### config.mk
export PLATFORM = sky130hd
export DESIGN_NAME = core_instr_prefetch_flat
export DESIGN_NICKNAME = d
export VERILOG_FILES = /design/src/rtl/core_prefetch_pkg.sv /design/src/rtl/core_instr_prefetch_if.sv /design/src/rtl/prefetch_fifo.sv /design/src/rtl/core_instr_prefetch.sv /design/src/flat_wrapper.sv
export SDC_FILE = /design/constraint.sdc
export NUM_CORES = 1
export LEC_CHECK = 0
export ABC_CLOCK_PERIOD_IN_PS = 11450
export CORE_UTILIZATION = 30
export DETAILED_ROUTE_END_ITERATION = 6
export GPL_TIMING_DRIVEN = 1
export PLACE_DENSITY_LB_ADDON = 0.05
export SETUP_SLACK_MARGIN = 0.3
export SYNTH_ARGS = -nofsm -noshare
export SYNTH_HDL_FRONTEND = slang
export SYNTH_HIERARCHICAL = 1
export SYNTH_SLANG_ARGS = --single-unit
### constraint.sdc
create_clock -name clk_i -period 11.45 [get_ports clk_i]
set_clock_uncertainty 0.2 [all_clocks]
set_input_delay 1.7175 -clock clk_i [delete_from_list [all_inputs] [get_ports clk_i]]
set_output_delay 1.7175 -clock clk_i [all_outputs]
set_load 0.1 [all_outputs]
### src/rtl/core_prefetch_pkg.sv
// Shared types and constants for the instruction prefetch unit.
//   fetch_entry_t     : one buffered fetch result {addr, instr}
//   INSTR_WORD_BYTES  : address stride between sequential fetches
//   DEFAULT_BOOT_ADDR : default first fetch address after reset
//   word_align()      : clears the byte-offset bits of an address
package core_prefetch_pkg;

    localparam int unsigned INSTR_WORD_BYTES  = 4;
    localparam logic [31:0] DEFAULT_BOOT_ADDR = 32'h3000_0000;

    typedef struct packed {
        logic [31:0] addr;
        logic [31:0] instr;
    } fetch_entry_t;

    function automatic logic [31:0] word_align(input logic [31:0] a);
        return {a[31:2], 2'b00};
    endfunction

endpackage

### src/rtl/core_instr_prefetch_if.sv
// Core instruction bus: request/grant address phase, in-order rvalid/rdata
// response phase.
//   master : the fetch initiator (drives req/addr, receives gnt/rvalid/rdata)
//   slave  : the instruction memory side
interface core_instr_prefetch_if;

    logic        instr_req_o;
    logic [31:0] instr_addr_o;
    logic        instr_gnt_i;
    logic        instr_rvalid_i;
    logic [31:0] instr_rdata_i;

    modport master (
        output instr_req_o,
        output instr_addr_o,
        input  instr_gnt_i,
        input  instr_rvalid_i,
        input  instr_rdata_i
    );

    modport slave (
        input  instr_req_o,
        input  instr_addr_o,
        output instr_gnt_i,
        output instr_rvalid_i,
        output instr_rdata_i
    );

endinterface

### src/rtl/prefetch_fifo.sv
// Show-ahead synchronous FIFO of fetch_entry_t used as the fetched
// instruction buffer. The head entry is visible on 'head' whenever the FIFO
// is not empty. Flush has priority over push and pop.
//   clk, srst        : clock, synchronous active-high reset
//   push, push_data  : write one entry (ignored when full)
//   pop              : drop the head entry (ignored when empty)
//   flush            : discard all entries
//   head             : current head entry
//   count/empty/full : occupancy
module prefetch_fifo
    import core_prefetch_pkg::*;
#(
    parameter int unsigned DEPTH = 4,
    localparam int unsigned AW   = $clog2(DEPTH)
) (
    input  logic         clk,
    input  logic         srst,
    input  logic         push,
    input  fetch_entry_t push_data,
    input  logic         pop,
    input  logic         flush,
    output fetch_entry_t head,
    output logic [AW:0]  count,
    output logic         empty,
    output logic         full
);

    localparam logic [AW:0]   CNT_ONE = (AW + 1)'(1);
    localparam logic [AW-1:0] PTR_ONE = AW'(1);

    fetch_entry_t mem [DEPTH];
    logic [AW-1:0] wr_ptr_reg;
    logic [AW-1:0] rd_ptr_reg;
    logic [AW:0]   count_reg;
    logic          do_push;
    logic          do_pop;

    assign empty   = (count_reg == '0);
    assign full    = (32'(count_reg) == DEPTH);
    assign count   = count_reg;
    assign do_push = push && !full;
    assign do_pop  = pop && !empty;

    // The decode port needs the head word in the same cycle it becomes
    // valid, so the head is read straight out of the (small) array.
    assign head = mem[rd_ptr_reg];

    always_ff @(posedge clk) begin
        if (srst || flush) begin
            wr_ptr_reg <= '0;
            rd_ptr_reg <= '0;
            count_reg  <= '0;
        end else begin
            if (do_push) begin
                wr_ptr_reg <= wr_ptr_reg + PTR_ONE;
            end
            if (do_pop) begin
                rd_ptr_reg <= rd_ptr_reg + PTR_ONE;
            end
            if (do_push && !do_pop) begin
                count_reg <= count_reg + CNT_ONE;
            end else if (do_pop && !do_push) begin
                count_reg <= count_reg - CNT_ONE;
            end
        end
    end

    // Storage carries no reset; only the pointers define what is valid.
    always_ff @(posedge clk) begin
        if (do_push && !flush && !srst) begin
            mem[wr_ptr_reg] <= push_data;
        end
    end

endmodule

### src/rtl/core_instr_prefetch.sv
// Instruction prefetcher: issues sequential word fetches on the core
// instruction bus starting at BOOT_ADDR (or a branch target), buffers the
// responses and presents them to decode over a valid/ready port.
//   clk_i, reset_i      : clock, synchronous active-high reset
//   bus (master)        : instr_req/addr/gnt/rvalid/rdata
//   branch_i/addr_i     : one-cycle redirect of the fetch stream
//   fetch_valid_o/ready : decode handshake; fetch_instr_o/fetch_addr_o data
//   busy_o              : requests in flight or responses still to discard
// Optional build macro CORE_PREFETCH_BYPASS_EN: a response arriving into an
// empty buffer is shown on the fetch port in the same cycle.
module core_instr_prefetch
    import core_prefetch_pkg::*;
#(
    parameter int unsigned FIFO_DEPTH      = 4,
    parameter int unsigned MAX_OUTSTANDING = 2,
    parameter logic [31:0] BOOT_ADDR       = DEFAULT_BOOT_ADDR
) (
    input  logic                  clk_i,
    input  logic                  reset_i,
    core_instr_prefetch_if.master bus,
    input  logic                  branch_i,
    input  logic [31:0]           branch_addr_i,
    output logic                  fetch_valid_o,
    input  logic                  fetch_ready_i,
    output logic [31:0]           fetch_instr_o,
    output logic [31:0]           fetch_addr_o,
    output logic                  busy_o
);

    localparam int unsigned CW = $clog2(FIFO_DEPTH) + 1;
    localparam int unsigned OW = $clog2(MAX_OUTSTANDING + 1);
    localparam int unsigned PW = (MAX_OUTSTANDING > 1) ? $clog2(MAX_OUTSTANDING) : 1;
    localparam logic [OW-1:0] OUT_ONE  = OW'(1);
    localparam logic [CW-1:0] CNT_ONE  = CW'(1);
    localparam logic [PW-1:0] PEND_ONE = PW'(1);

    logic          req_reg, req_next;
    logic [31:0]   addr_reg, addr_next;
    logic          redirect_reg, redirect_next;        // held request belongs to the old stream
    logic [31:0]   redirect_addr_reg, redirect_addr_next;
    logic [OW-1:0] outstanding_reg, outstanding_next;
    logic [OW-1:0] discard_reg, discard_next;

    // In-order addresses of granted requests awaiting rvalid.
    logic [31:0]   pend_addr [MAX_OUTSTANDING];
    logic [PW-1:0] pend_wr_reg, pend_rd_reg;

    logic          gnt_acc, rv_acc, bypass_valid;
    logic          fifo_push, fifo_pop, fifo_empty, fifo_full;
    logic [CW-1:0] fifo_count, fifo_count_next;
    fetch_entry_t  fifo_head, push_entry;

    function automatic logic [PW-1:0] pend_inc(input logic [PW-1:0] p);
        return (32'(p) == MAX_OUTSTANDING - 1) ? '0 : p + PEND_ONE;
    endfunction

    assign gnt_acc = req_reg && bus.instr_gnt_i;
    // A stray rvalid with nothing in flight is ignored.
    assign rv_acc  = bus.instr_rvalid_i && (outstanding_reg != '0);

`ifdef CORE_PREFETCH_BYPASS_EN
    assign bypass_valid = fifo_empty && !branch_i && (discard_reg == '0) && rv_acc;
`else
    assign bypass_valid = 1'b0;
`endif

    always_comb begin
        push_entry       = '{addr: pend_addr[pend_rd_reg], instr: bus.instr_rdata_i};
        fifo_pop         = fetch_ready_i && !fifo_empty && !branch_i;
        // A bypassed word taken by decode this cycle never enters the buffer;
        // anything arriving during a branch belongs to the old stream.
        fifo_push        = rv_acc && (discard_reg == '0) && !branch_i
                           && !(bypass_valid && fetch_ready_i);
        fifo_count_next  = fifo_count;
        if (branch_i) begin
            fifo_count_next = '0;
        end else begin
            if (fifo_push && !fifo_full) fifo_count_next = fifo_count_next + CNT_ONE;
            if (fifo_pop)                fifo_count_next = fifo_count_next - CNT_ONE;
        end

        outstanding_next = outstanding_reg;
        if (gnt_acc && !rv_acc) outstanding_next = outstanding_reg + OUT_ONE;
        if (rv_acc && !gnt_acc) outstanding_next = outstanding_reg - OUT_ONE;

        if (branch_i) begin
            // Everything still in flight after this cycle is old-stream.
            discard_next = outstanding_next;
        end else begin
            discard_next = discard_reg;
            if (rv_acc && discard_reg != '0) discard_next = discard_next - OUT_ONE;
            if (gnt_acc && redirect_reg)     discard_next = discard_next + OUT_ONE;
        end

        addr_next          = addr_reg;
        redirect_next      = redirect_reg;
        redirect_addr_next = redirect_addr_reg;
        if (gnt_acc) begin
            addr_next     = redirect_reg ? redirect_addr_reg : addr_reg + 32'(INSTR_WORD_BYTES);
            redirect_next = 1'b0;
        end
        if (branch_i) begin
            if (req_reg && !bus.instr_gnt_i) begin
                // The bus request must stay stable; park the target until granted.
                redirect_next      = 1'b1;
                redirect_addr_next = word_align(branch_addr_i);
            end else begin
                addr_next     = word_align(branch_addr_i);
                redirect_next = 1'b0;
            end
        end

        // Every request reserves a buffer slot, so a response is never refused.
        req_next = (req_reg && !bus.instr_gnt_i)
                   || ((32'(outstanding_next) < MAX_OUTSTANDING)
                       && ((32'(fifo_count_next) + 32'(outstanding_next)) < FIFO_DEPTH));
    end

    always_ff @(posedge clk_i) begin
        if (reset_i) begin
            req_reg           <= 1'b0;
            addr_reg          <= BOOT_ADDR;
            redirect_reg      <= 1'b0;
            redirect_addr_reg <= '0;
            outstanding_reg   <= '0;
            discard_reg       <= '0;
            pend_wr_reg       <= '0;
            pend_rd_reg       <= '0;
        end else begin
            req_reg           <= req_next;
            addr_reg          <= addr_next;
            redirect_reg      <= redirect_next;
            redirect_addr_reg <= redirect_addr_next;
            outstanding_reg   <= outstanding_next;
            discard_reg       <= discard_next;
            if (gnt_acc) pend_wr_reg <= pend_inc(pend_wr_reg);
            if (rv_acc)  pend_rd_reg <= pend_inc(pend_rd_reg);
        end
    end

    always_ff @(posedge clk_i) begin
        if (gnt_acc && !reset_i) begin
            pend_addr[pend_wr_reg] <= addr_reg;
        end
    end

`ifndef SYNTHESIS
    always_ff @(posedge clk_i) begin
        if (!reset_i && bus.instr_rvalid_i) begin
            assert (outstanding_reg != '0) else $error("instr_rvalid_i with no request in flight");
        end
    end
`endif

    prefetch_fifo #(.DEPTH(FIFO_DEPTH)) u_fifo (
        .clk       (clk_i),
        .srst      (reset_i),
        .push      (fifo_push),
        .push_data (push_entry),
        .pop       (fifo_pop),
        .flush     (branch_i),
        .head      (fifo_head),
        .count     (fifo_count),
        .empty     (fifo_empty),
        .full      (fifo_full)
    );

    assign bus.instr_req_o  = req_reg;
    assign bus.instr_addr_o = addr_reg;
    assign busy_o           = (outstanding_reg != '0) || (discard_reg != '0);
    assign fetch_valid_o    = !fifo_empty || bypass_valid;
    assign fetch_instr_o    = !fifo_empty ? fifo_head.instr
                            : (bypass_valid ? bus.instr_rdata_i : 32'h0);
    assign fetch_addr_o     = !fifo_empty ? fifo_head.addr
                            : (bypass_valid ? pend_addr[pend_rd_reg] : 32'h0);

endmodule

### src/flat_wrapper.sv
// flat-port wrapper written by rule: the top's interface ports become plain ports
module core_instr_prefetch_flat import core_prefetch_pkg::*;
#(
    parameter int unsigned FIFO_DEPTH      = 4,
    parameter int unsigned MAX_OUTSTANDING = 2,
    parameter logic [31:0] BOOT_ADDR       = DEFAULT_BOOT_ADDR
)
  (clk_i, reset_i, branch_i, branch_addr_i, fetch_valid_o, fetch_ready_i, fetch_instr_o, fetch_addr_o, busy_o, bus_instr_req_o, bus_instr_addr_o, bus_instr_gnt_i, bus_instr_rvalid_i, bus_instr_rdata_i);
  core_instr_prefetch_if bus_i ();
  input  logic clk_i;
  input  logic reset_i;
  input  logic branch_i;
  input  logic [31:0] branch_addr_i;
  output logic fetch_valid_o;
  input  logic fetch_ready_i;
  output logic [31:0] fetch_instr_o;
  output logic [31:0] fetch_addr_o;
  output logic busy_o;
  output wire logic [$bits(bus_i.instr_req_o)-1:0] bus_instr_req_o;
  output wire logic [$bits(bus_i.instr_addr_o)-1:0] bus_instr_addr_o;
  input wire logic [$bits(bus_i.instr_gnt_i)-1:0] bus_instr_gnt_i;
  input wire logic [$bits(bus_i.instr_rvalid_i)-1:0] bus_instr_rvalid_i;
  input wire logic [$bits(bus_i.instr_rdata_i)-1:0] bus_instr_rdata_i;
  assign bus_instr_req_o = bus_i.instr_req_o;
  assign bus_instr_addr_o = bus_i.instr_addr_o;
  assign bus_i.instr_gnt_i = bus_instr_gnt_i;
  assign bus_i.instr_rvalid_i = bus_instr_rvalid_i;
  assign bus_i.instr_rdata_i = bus_instr_rdata_i;
  core_instr_prefetch #(.FIFO_DEPTH(FIFO_DEPTH), .MAX_OUTSTANDING(MAX_OUTSTANDING), .BOOT_ADDR(BOOT_ADDR)) u_core (.clk_i(clk_i), .reset_i(reset_i), .bus(bus_i), .branch_i(branch_i), .branch_addr_i(branch_addr_i), .fetch_valid_o(fetch_valid_o), .fetch_ready_i(fetch_ready_i), .fetch_instr_o(fetch_instr_o), .fetch_addr_o(fetch_addr_o), .busy_o(busy_o));
endmodule
## Word-level counts from Yosys, hierarchy flattened

Memory sizes are Yosys's and may differ from the RTL's. A register that Yosys moved wholly into a read port is not among the register bits.
Index checks and enable logic that the tools add are counted.

| word-level totals | value |
|---|---|
| register bits | 77 |
| bits in latches | 0 |
| bits in writable memories | 320 |
| memory bits (read-only) | 0 |
| input port bits | 70 |
| output and inout port bits | 99 |
| word-level logic and storage cells | 98 |
| memories kept | 2 |

Memory list:

| name | words | width | read ports | clocked after memory_dff | write ports | RTL line | source |
|---|---|---|---|---|---|---|---|
| u_core.u_fifo.mem | 4 | 64 | 1 | 1 | 1 | prefetch_fifo.sv:31 | `fetch_entry_t mem [DEPTH];` |
| u_core.pend_addr | 2 | 32 | 1 | 1 | 1 | core_instr_prefetch.sv:45 | `logic [31:0] pend_addr [MAX_OUTSTANDING];` |

| cells by class | value |
|---|---|
| add/subtract/negate cells | 13 |
| multiply operators | 0 |
| divide/modulo/power cells | 0 |
| order comparisons | 2 |
| equality and inequality tests | 1 |
| shift operators | 0 |
| muxes and demuxes | 31 |
| bitwise operators | 0 |
| reductions and logical operators | 38 |

Operators with widths:

| kind | number |
|---|---|
| 32-bit two-way mux | 6 |
| 32-bit by 3-bit adder with 32-bit output, second input constant | 1 |
| 32-bit by 3-bit < comparator with 1-bit output, second input constant | 1 |
| 1-bit logical AND | 19 |
| 3-bit two-way mux | 6 |
| 2-bit two-way mux | 8 |
| 1-bit two-way mux | 11 |
| 1-bit zero test | 9 |
| 2-bit by 1-bit adder with 2-bit output, second input constant | 4 |
| 2-bit nonzero test | 4 |
| 3-bit by 1-bit subtractor with 3-bit output, second input constant | 2 |
| 3-bit by 2-bit adder with 4-bit output | 1 |
| 2-bit by 1-bit subtractor with 2-bit output, second input constant | 2 |
| 3-bit by 1-bit adder with 3-bit output, second input constant | 1 |
| 3-bit == test, second input constant | 1 |
| 3-bit zero test | 1 |
| 1-bit logical OR | 3 |
| 1-bit adder, second input constant | 2 |
| 2-bit zero test | 1 |
| 2-bit < comparator, second input constant | 1 |
| 2-bit AND reduction | 1 |

## Logic depth before layout (Yosys ltp)

Gate-level depths: netlist (run 1).

| logic depth | value |
|---|---|
| depth in word-level cells | 14 |
| mapped depth | 13 |
| mapped depth without buffers | 11 |

## Cells and area by module

Netlist (run 1), hierarchy kept.

By module, submodules not included:

| module | times used | cells each | area each (um^2) | seq. area each (um^2) |
|---|---|---|---|---|
| prefetch_fifo | 1 | 384 | 9696.8 | 7867.5 |
| core_instr_prefetch | 1 | 680 | 6759.0 | 3343.2 |

## Worst setup path after synthesis (run 1)

Ideal clock, no wire load.

| path | value |
|---|---|
| kind | input to register |
| start | input bus_instr_gnt_i |
| end | memory u_core.pend_addr[0][0], enable pin |
| setup time | 0.461 ns |
| arrival time | 4.477 ns |
| required time | 10.789 ns |
| slack | 6.312 ns |
| cell stages on the path | 4 |
| buffers on the path | 2 |
| cells stage by stage | nand2_1 clkbuf_1 clkbuf_1 nor3_1 |

| between the ends | value |
|---|---|
| longest elaborated chain between the ends | 4 |

RTL lines:

| item | RTL line | source |
|---|---|---|
| start, declared | flat_wrapper.sv:21 | `input wire logic [$bits(bus_i.instr_gnt_i)-1:0] bus_instr_gnt_i;` |
| 1-bit logical AND | core_instr_prefetch.sv:57 | `assign gnt_acc = req_reg && bus.instr_gnt_i;` |
| 1-bit logical AND | core_instr_prefetch.sv:142 | `if (gnt_acc && !reset_i) begin` |
| 1-bit two-way mux | core_instr_prefetch.sv:142 |  |
| 1-bit two-way mux (not written as such) | core_instr_prefetch.sv:143 | `pend_addr[pend_wr_reg] <= addr_reg;` |
| end, declared | core_instr_prefetch.sv:45 |  |

Every way passes these cells.

==> impl_metrics.json, run 1 <==
{
  "yosysSeqAreaShare": 0.681,
  "holdPathEnd": "u_core/redirect_addr_reg[25]",
  "drc_errors": 0,
  "cap_viol_max_count": 0,
  "hold_path.class": "reg -> reg",
  "drive_above_1_share": 0.166,
  "clock_path_buffers": 3,
  "dpl.hpwl_mm": 23.9,
  "holdWs_ns": 0.251,
  "largest_register_ffs": 256,
  "antenna_found_initial": 0,
  "ir_worst_vdd_mv": 0.0984,
  "htree_levels": 2,
  "slew_viol_final": 0,
  "overflow": 0,
  "gp_congestion": 0.700,
  "cp-end-kind": "output pin",
  "final_nets": 1309,
  "setup_viol": 0,
  "ant_nets": 0,
  "core-area_mm2": 0.0540,
  "worst_pin_slew_ns": 1.13,
  "grt_pass1_vias": 9693,
  "critPathKind": "reg -> out",
  "drt-pass1-iter-count": 5,
  "grt_max_degree": 65,
  "area_delta_synth_final_pct": 23.6,
  "routed_wl_mm": 41.4,
  "cp_data_arrival_time_ns": 3.95,
  "vias_per_cell": 4.83,
  "cts.sinks": 400,
  "fp.dieW_um": 236,
  "ys_async_sr_fraction": 0,
  "grt_pass1_wl_mm": 62.7,
  "synth_nets": 1146,
  "maxSlewHeadroom": 0.244,
  "p_per_area_mw_per_mm2": 202,
  "wire_per_inst_um": 21.1,
  "numCtsBuffers": 47,
  "critPathLaunchType": "register",
  "reg2reg_slack_ns": 7.95,
  "antenna_cells": 0,
  "post_cts_buffers": 0,
  "regMostFlops": "u_core/u_fifo/mem",
  "synth_area_mm2": 0.0165,
  "worst_slack_ns": 5.58,
  "yosys_warnings": 6,
  "clk_pin_slew_ns": 0.06,
  "ys.flop_type": "edfxtp_1",
  "start_util": 0.305,
  "design.die.area_mm2": 0.0558,
  "p_leak_nw": 6.55,
  "r2r_cells": 7,
  "whs_path_depth": 2,
  "vias": 9471,
  "die_h_um": 236,
  "drt_iter0_drc": 580,
  "synth_edf_count": 320,
  "grt_setup_unrepaired": "no",
  "ctsRootBufferMaster": "clkbuf_16",
  "syn-mean-instance-area_um2": 15.5,
  "ctsHoldBuffers": 0,
  "cp_max_fo": 38,
  "period_needed_ns": 5.87,
  "finalSetupTns_ns": 0,
  "grt_usage": 0.150,
  "worstPathRequired_ns": 9.53,
  "r2r_start": "u_core/outstanding_reg[0]",
  "place_ws_ns": 5.92,
  "timing.rr.end": "u_core/u_fifo/mem[2][32]",
  "ios": 169,
  "fmax_mhz": 170,
  "rows": 85,
  "numPortBuffers": 166,
  "period_share": 0.513,
  "clk-insertion-delay-late_ns": 0.57,
  "syn_inst": 1064,
  "hp-start": "u_core/redirect_addr_reg[25]",
  "ctsResizeCount": 0,
  "synth-seq-cells": 400,
  "cts_tree": "done",
  "hold_viol": 0,
  "synth_cell_types": 71,
  "status": "completed"
}
-- through the flow --
stage	cells	instance area (um2)	power [mW]	utilization
after floorplan	1064	16500	2.40	-
after global placement	1874	18800	2.66	0.348
after detailed placement	1874	18800	2.67	0.348
after CTS	1959	20300	4.19	0.376
after global routing	1959	20300	4.30	0.376
final	1959	20300	4.12	0.376
-- metal layers --
metal	track usage	vias up	wire, um
li1	-	4414	-
met4	0.0390	0	777
met3	0.0331	49	1930
met2	0.242	226	19500
met1	0.203	4782	19200
met5	0	-	0
-- worst max-delay path by stage --
stage	startpoint	to	slack (ns)	cells past startpoint
6_report	register	fetch_addr_o[13]	5.58	4
5_1_grt	register	fetch_addr_o[18]	5.22	4
2_1_floorplan	bus_instr_gnt_i	u_core/pend_addr[0][0]	6.31	4
4_1_cts	register	fetch_addr_o[18]	5.29	4
3_5_place_dp	register	fetch_addr_o[18]	5.92	4
3_3_place_gp	register	fetch_addr_o[18]	5.93	4
-- cell type report --
type,instances,area (um2)
Clock buffer,60,1270
Clock inverter,25,264
Fill cell,5187,33700
Inverter,14,52.6
Multi-Input combinational cell,582,4890
Sequential cell,400,11200
Tap cell,696,871
Timing Repair Buffer,182,1780
-- cells in the mapped netlist, drive strengths merged, types with 3 or more instances --
master / number / share of area
inv: 14 / 0.0032
nor2: 34 / 0.0079
nor2b: 67 / 0.025
buf: 39 / 0.013
clkbuf: 29 / 0.0068
and4: 4 / 0.0024
xnor2: 9 / 0.0048
a21oi: 48 / 0.015
a221oi: 14 / 0.0078
mux2i: 21 / 0.013
nand2: 106 / 0.024
edfxtp: 320 / 0.58
o211ai: 11 / 0.0050
nand3: 16 / 0.0052
nand2b: 3 / 0.0011
and3: 10 / 0.0040
or3: 12 / 0.0046
nand4: 16 / 0.0070
ha: 11 / 0.0084
o221ai: 3 / 0.0016
a31oi: 6 / 0.0023
mux4: 64 / 0.088
dfxtp: 80 / 0.097
mux2: 34 / 0.023
o21ai: 17 / 0.0052
o211a: 3 / 0.0018
and2: 7 / 0.0028
o31ai: 5 / 0.0026
xor2: 8 / 0.0043
a211oi: 10 / 0.0049
o22ai: 5 / 0.0019
nor3: 9 / 0.0034
a21o: 3 / 0.0015
-- cells in the final DEF, fill, tap and decap left out, drive strengths merged, types with 6 or more instances in the layout --
cell type / count
nand4: 16
mux2: 34
buf: 17
clkbuf: 60
a21oi: 48
a31oi: 6
o21ai: 17
a221oi: 14
ha: 11
nand3: 16
xnor2: 9
o211ai: 11
dfxtp: 80
xor2: 8
and2: 7
edfxtp: 320
or3: 12
a211oi: 10
mux2i: 21
inv: 14
nor2: 34
and3: 10
nand2: 106
nor2b: 67
bufinv: 6
nor3: 9
mux4: 64
clkinv: 19
clkdlybuf4s50: 165
-- worst max-delay path, stage by stage, from the launching register on --
cell and delay (ns):
dfxtp_4 0.91, buf_4 0.64, mux4_2 0.56, nor2b_1 0.14, clkdlybuf4s50_1 1.08
-- logic make-up (layout without fill, tap and decap cells) --
family                     count (synthesis)  count (layout)  share of synthesized area
buffers and inverters                     82             281                     0.0227
AOI/OAI and AO/OA                        135             135                     0.0551
adders and majority gates                 12              12                    0.00958
and+or+nand+nor                          298             298                     0.0972
DFF                                      400             400                      0.681
muxes                                    119             119                      0.124
xor gates and xnor gates                  18              18                     0.0105
-- power breakdown --
| part | internal, mW | leakage, nW | switching, mW |
|---|---|---|---|
| registers | 1.68 | 3.55 | 0.0745 |
| clock network | 0.912 | 0.755 | 0.579 |
| logic | 0.244 | 2.25 | 0.624 |
(Power assumes the default switching activity.)
==> run 2, diff against run 1 <==
Settings changed: ABC_CLOCK_PERIOD_IN_PS 11450 to 6000.
Clock period 11.45 ns to 6 ns, I/O delays scaled along.
==> run 2 against run 1 <==
  * Die area unchanged
  * Count of clock-buffer cells in the layout decreased by 6
  * Critical endpoint is now fetch_addr_o[18]
  * Critical path type unchanged
  * Total power increased by 91%
  * Wire length about the same
  * Sequential share of layout area decreased by 0.20 points
==> impl_metrics.json, run 2 (same netlist as run 1, synthesis figures left out) <==
{
  "reg2reg_slack_ns": 2.32,
  "cap_viol_max_count": 0,
  "regArea_mm2": 0.0112,
  "clock_path_buffers": 3,
  "area_delta_synth_final_pct": 24.1,
  "grt_usage": 0.150,
  "antenna_found_initial": 0,
  "clk-insertion-delay-late_ns": 0.57,
  "drive_above_1_share": 0.170,
  "clk_pin_slew_ns": 0.06,
  "final_common_cell": "edfxtp_1",
  "design.die.area_mm2": 0.0558,
  "grt_pass1_wl_mm": 63.4,
  "numPortBuffers": 166,
  "fp.dieW_um": 236,
  "multiInputGateArea_mm2": 0.00489,
  "start_util": 0.305,
  "cp_data_arrival_time_ns": 3.58,
  "vias": 9502,
  "crit_chain": "buf_12, mux4_2, nor2b_1, clkdlybuf4s50_1",
  "path_delay_family": "buffers and inverters",
  "p_leak_nw": 6.58,
  "top_layer": "met4",
  "vias_per_cell": 4.84,
  "critPathKind": "reg -> out",
  "die_h_um": 236,
  "finalPower_mw": 7.86,
  "hold_viol": 0,
  "fmax_mhz": 214,
  "post_cts_buffers": 0,
  "grt_pass1_vias": 9926,
  "final_nets": 1312,
  "fillCellCount": 5145,
  "ant_nets": 0,
  "drt-pass1-iter-count": 4,
  "worstPathRequired_ns": 4.90,
  "wire_per_inst_um": 21.1,
  "ctsRootBufferMaster": "clkbuf_16",
  "rows": 85,
  "max_stage_delay_ns": 1.03,
  "wl_met3_mm": 1.89,
  "crit_buf_inv": 2,
  "grt_max_degree": 66,
  "fin_util": 0.378,
  "cts.sinks": 400,
  "htree_levels": 2,
  "cp-end-kind": "output pin",
  "dpl.hpwl_mm": 25.0,
  "period_share": 0.780,
  "status": "completed",
  "cp_max_fo": 37,
  "wl_met1_mm": 19.3,
  "finalSetupTns_ns": 0,
  "ios": 169,
  "setup_viol": 0,
  "p_per_area_mw_per_mm2": 385,
  "cts_tree": "done",
  "worst_pin_slew_ns": 1.07,
  "antenna_cells": 0,
  "hold_path.class": "reg -> reg",
  "drt_iter0_drc": 545,
  "final_cell_mix": "edfxtp_1, clkdlybuf4s50_1, nand2_1",
  "regMostFlops": "u_core/u_fifo/mem",
  "critPathLaunchType": "register",
  "route.met2.wl_mm": 19.3,
  "slowest_stage": "clkdlybuf4s50_1",
  "ctsResizeCount": 0,
  "period_needed_ns": 4.68,
  "ir_worst_vdd_mv": 0.215,
  "core-area_mm2": 0.0540,
  "holdWs_ns": 0.249,
  "grt_setup_unrepaired": "no",
  "overflow": 0,
  "largest_register_ffs": 256,
  "maxSlewHeadroom": 0.283,
  "gp_congestion": 0.686,
  "drc_errors": 0,
  "numCtsBuffers": 46,
  "routed_wl_mm": 41.4,
  "ctsHoldBuffers": 0,
  "slew_viol_final": 0
}
## run 2: layer usage
layer / track usage / up-vias
met3: 0.0242 / 58
met4: 0.0476 / 0
li1: - / 4420
met2: 0.237 / 210
met1: 0.210 / 4814
met5: 0 / -
## run 2: path summary, 6_finish.rpt
kind	start	to	cells after the start
setup / recovery	register	fetch_addr_o[18]	4
setup reg to reg	u_core/u_fifo/count[0]	u_core/u_fifo/count[2]	12
hold reg to reg	u_core/redirect_addr_reg[19]	u_core/redirect_addr_reg[19]	2
hold / removal	u_core/redirect_addr_reg[19]	u_core/redirect_addr_reg[19]	2
## run 2: cell type report
class | count | area share
sequential | 400 | 0.549
clock inverter | 30 | 0.0155
tap | 696 | 0.0426
multi-input combinational | 582 | 0.240
inverter | 14 | 0.00257
clock buffer | 54 | 0.0594
timing repair buffer | 186 | 0.0909
## run 2: metrics by stage
stage                     std cells  worst slack (ns)  cell area [um2]
after global placement         1878              1.77            18900
final                          1962              1.32            20400
after CTS                      1962              1.14            20400
after detailed placement       1878              1.75            18900
after floorplan                1064              1.37            16500
after global routing           1962              1.08            20400
## run 2: power by group
| part | switching, mW | internal (mW) |
|---|---|---|
| clock network | 1.11 | 1.74 |
| logic | 1.19 | 0.467 |
| registers | 0.148 | 3.21 |
| total | 2.45 | 5.42 |
## run 2: worst min-delay path, cell delays in order, from the launching register on
cell	delay [ns]
dfxtp_1	0.30
nand2_1	0.05
a21oi_1	0.05
==> run 3, diff against run 2 <==
Settings changed: ABC_CLOCK_PERIOD_IN_PS 6000 to 3900.
Clock period 6 ns to 3.9 ns, I/O delays scaled along.
==> run 3 against run 2 <==
  * Cell area hardly changed
  * Wire length is 0.46% higher
  * Critical path depth stayed put
  * Largest power group unchanged
  * Sequential power is 54% higher
  * Die area stayed put
  * Clock power is 48% higher
  * Non-clock buffer count is 22 higher
  * Utilization hardly changed
  * Flip-flop and latch count stayed put
  * Via count is 0.59% lower
  * Critical path type unchanged
  * First-iteration DRC count is 18% lower
==> impl_metrics.json, run 3 (same netlist as run 1, synthesis figures left out) <==
{
  "worst_pin_slew_ns": 1.02,
  "p_leak_nw": 6.80,
  "clk-insertion-delay-late_ns": 0.56,
  "period_share": 0.846,
  "slew_viol_final": 0,
  "htree_levels": 2,
  "maxSlewHeadroom": 0.316,
  "fp.dieW_um": 236,
  "cts.sinks": 400,
  "grt_max_degree": 65,
  "dpl.cell_count": 1900,
  "clk_pin_slew_ns": 0.06,
  "status": "completed",
  "worstPathRequired_ns": 3.12,
  "hold_viol": 0,
  "postLayoutCellArea_mm2": 0.0204,
  "ctsResizeCount": 0,
  "gp_congestion": 0.735,
  "grt_usage": 0.150,
  "grt_setup_unrepaired": "no",
  "setup_viol": 0,
  "ctsRootBufferMaster": "clkbuf_16",
  "final_nets": 1334,
  "vias_per_cell": 4.76,
  "cp-end-kind": "output pin",
  "reg2reg_slack_ns": 0.95,
  "ant_nets": 0,
  "post_cts_buffers": 0,
  "hold_path.class": "reg -> reg",
  "design.die.area_mm2": 0.0558,
  "numCtsBuffers": 46,
  "finalPower_mw": 11.9,
  "largest_register_ffs": 256,
  "finalSetupTns_ns": 0,
  "vias": 9446,
  "antenna_cells": 0,
  "core-area_mm2": 0.0540,
  "drt-pass1-iter-count": 5,
  "antenna_found_initial": 0,
  "drc_errors": 0,
  "clock_path_buffers": 3,
  "grt_pass1_vias": 9853,
  "overflow": 0,
  "drt_iter0_drc": 448,
  "r2r_cells": 10,
  "fin_util": 0.378,
  "routed_wl_mm": 41.6,
  "rows": 85,
  "regMostFlops": "u_core/u_fifo/mem",
  "grt_pass1_wl_mm": 63.0,
  "numPortBuffers": 166,
  "start_util": 0.305,
  "period_needed_ns": 3.30,
  "dpl.hpwl_mm": 26.0,
  "ios": 169,
  "critPathKind": "reg -> out",
  "final_cell_mix": "edfxtp_1, nand2_1, buf_4",
  "cp_max_fo": 64,
  "ir_worst_vdd_mv": 0.313,
  "dpl_cell_area_mm2": 0.0190,
  "cts_tree": "done",
  "area_delta_synth_final_pct": 24.1,
  "final_common_cell": "edfxtp_1",
  "cp_data_arrival_time_ns": 2.52,
  "wire_per_inst_um": 21.0,
  "drive_above_1_share": 0.230,
  "place_ws_ns": 0.467,
  "ctsHoldBuffers": 0,
  "fmax_mhz": 303,
  "whs_path_depth": 2,
  "fin_cells": 1984,
  "p_per_area_mw_per_mm2": 585,
  "worst_slack_ns": 0.600,
  "holdWs_ns": 0.254,
  "critPathLaunchType": "register",
  "cap_viol_max_count": 0,
  "die_h_um": 236
}
## run 3: changes by cell type in the layout (fill, tap and decap cells not counted), sizes merged
| cell | previous run | this run |
|---|---|---|
| buf | 21 | 111 |
| clkdlybuf4s50 | 165 | 97 |
| clkbuf | 54 | 66 |
| clkinv | 21 | 12 |
| bufinv | 7 | 5 |
| clkinvlp | 1 | 0 |
## run 3: path summary, 6_finish.rpt
path / startpoint / endpoint
max: u_core/u_fifo/count[0] / fetch_addr_o[21]
min: u_core/redirect_addr_reg[26] / u_core/redirect_addr_reg[26]
max reg2reg: u_core/u_fifo/count[2] / u_core/bus.instr_req_o
min reg2reg: u_core/redirect_addr_reg[26] / u_core/redirect_addr_reg[26]
## run 3: metal layers
metal | track usage | vias up | wire, um
met3 | 0.0302 | 63 | 1830
met1 | 0.206 | 4710 | 19300
met5 | 0 | - | 0
li1 | - | 4465 | -
met2 | 0.242 | 208 | 19600
met4 | 0.0415 | 0 | 856
## run 3: final cells by class
cell class | count | area (um2)
Inverter | 14 | 52.6
Clock inverter | 18 | 209
Tap cell | 696 | 871
Multi-Input combinational cell | 582 | 4890
Fill cell | 5163 | 33600
Clock buffer | 66 | 1250
Sequential cell | 400 | 11200
Timing Repair Buffer | 208 | 1940
## run 3: power by group
| part | leakage (nW) | switching [mW] | total [mW] | internal [mW] |
|---|---|---|---|---|
| Clock | 0.705 | 1.67 | 4.21 | 2.55 |
| Sequential | 3.55 | 0.223 | 5.16 | 4.94 |
| Combinational | 2.55 | 1.85 | 2.57 | 0.726 |
## run 3: worst max-delay path, cell delays in order (launching register included)
cell and delay (ns):
dfxtp_1 0.43, nor3_2 0.24, buf_4 0.70, nor2b_1 0.25, buf_4 0.31
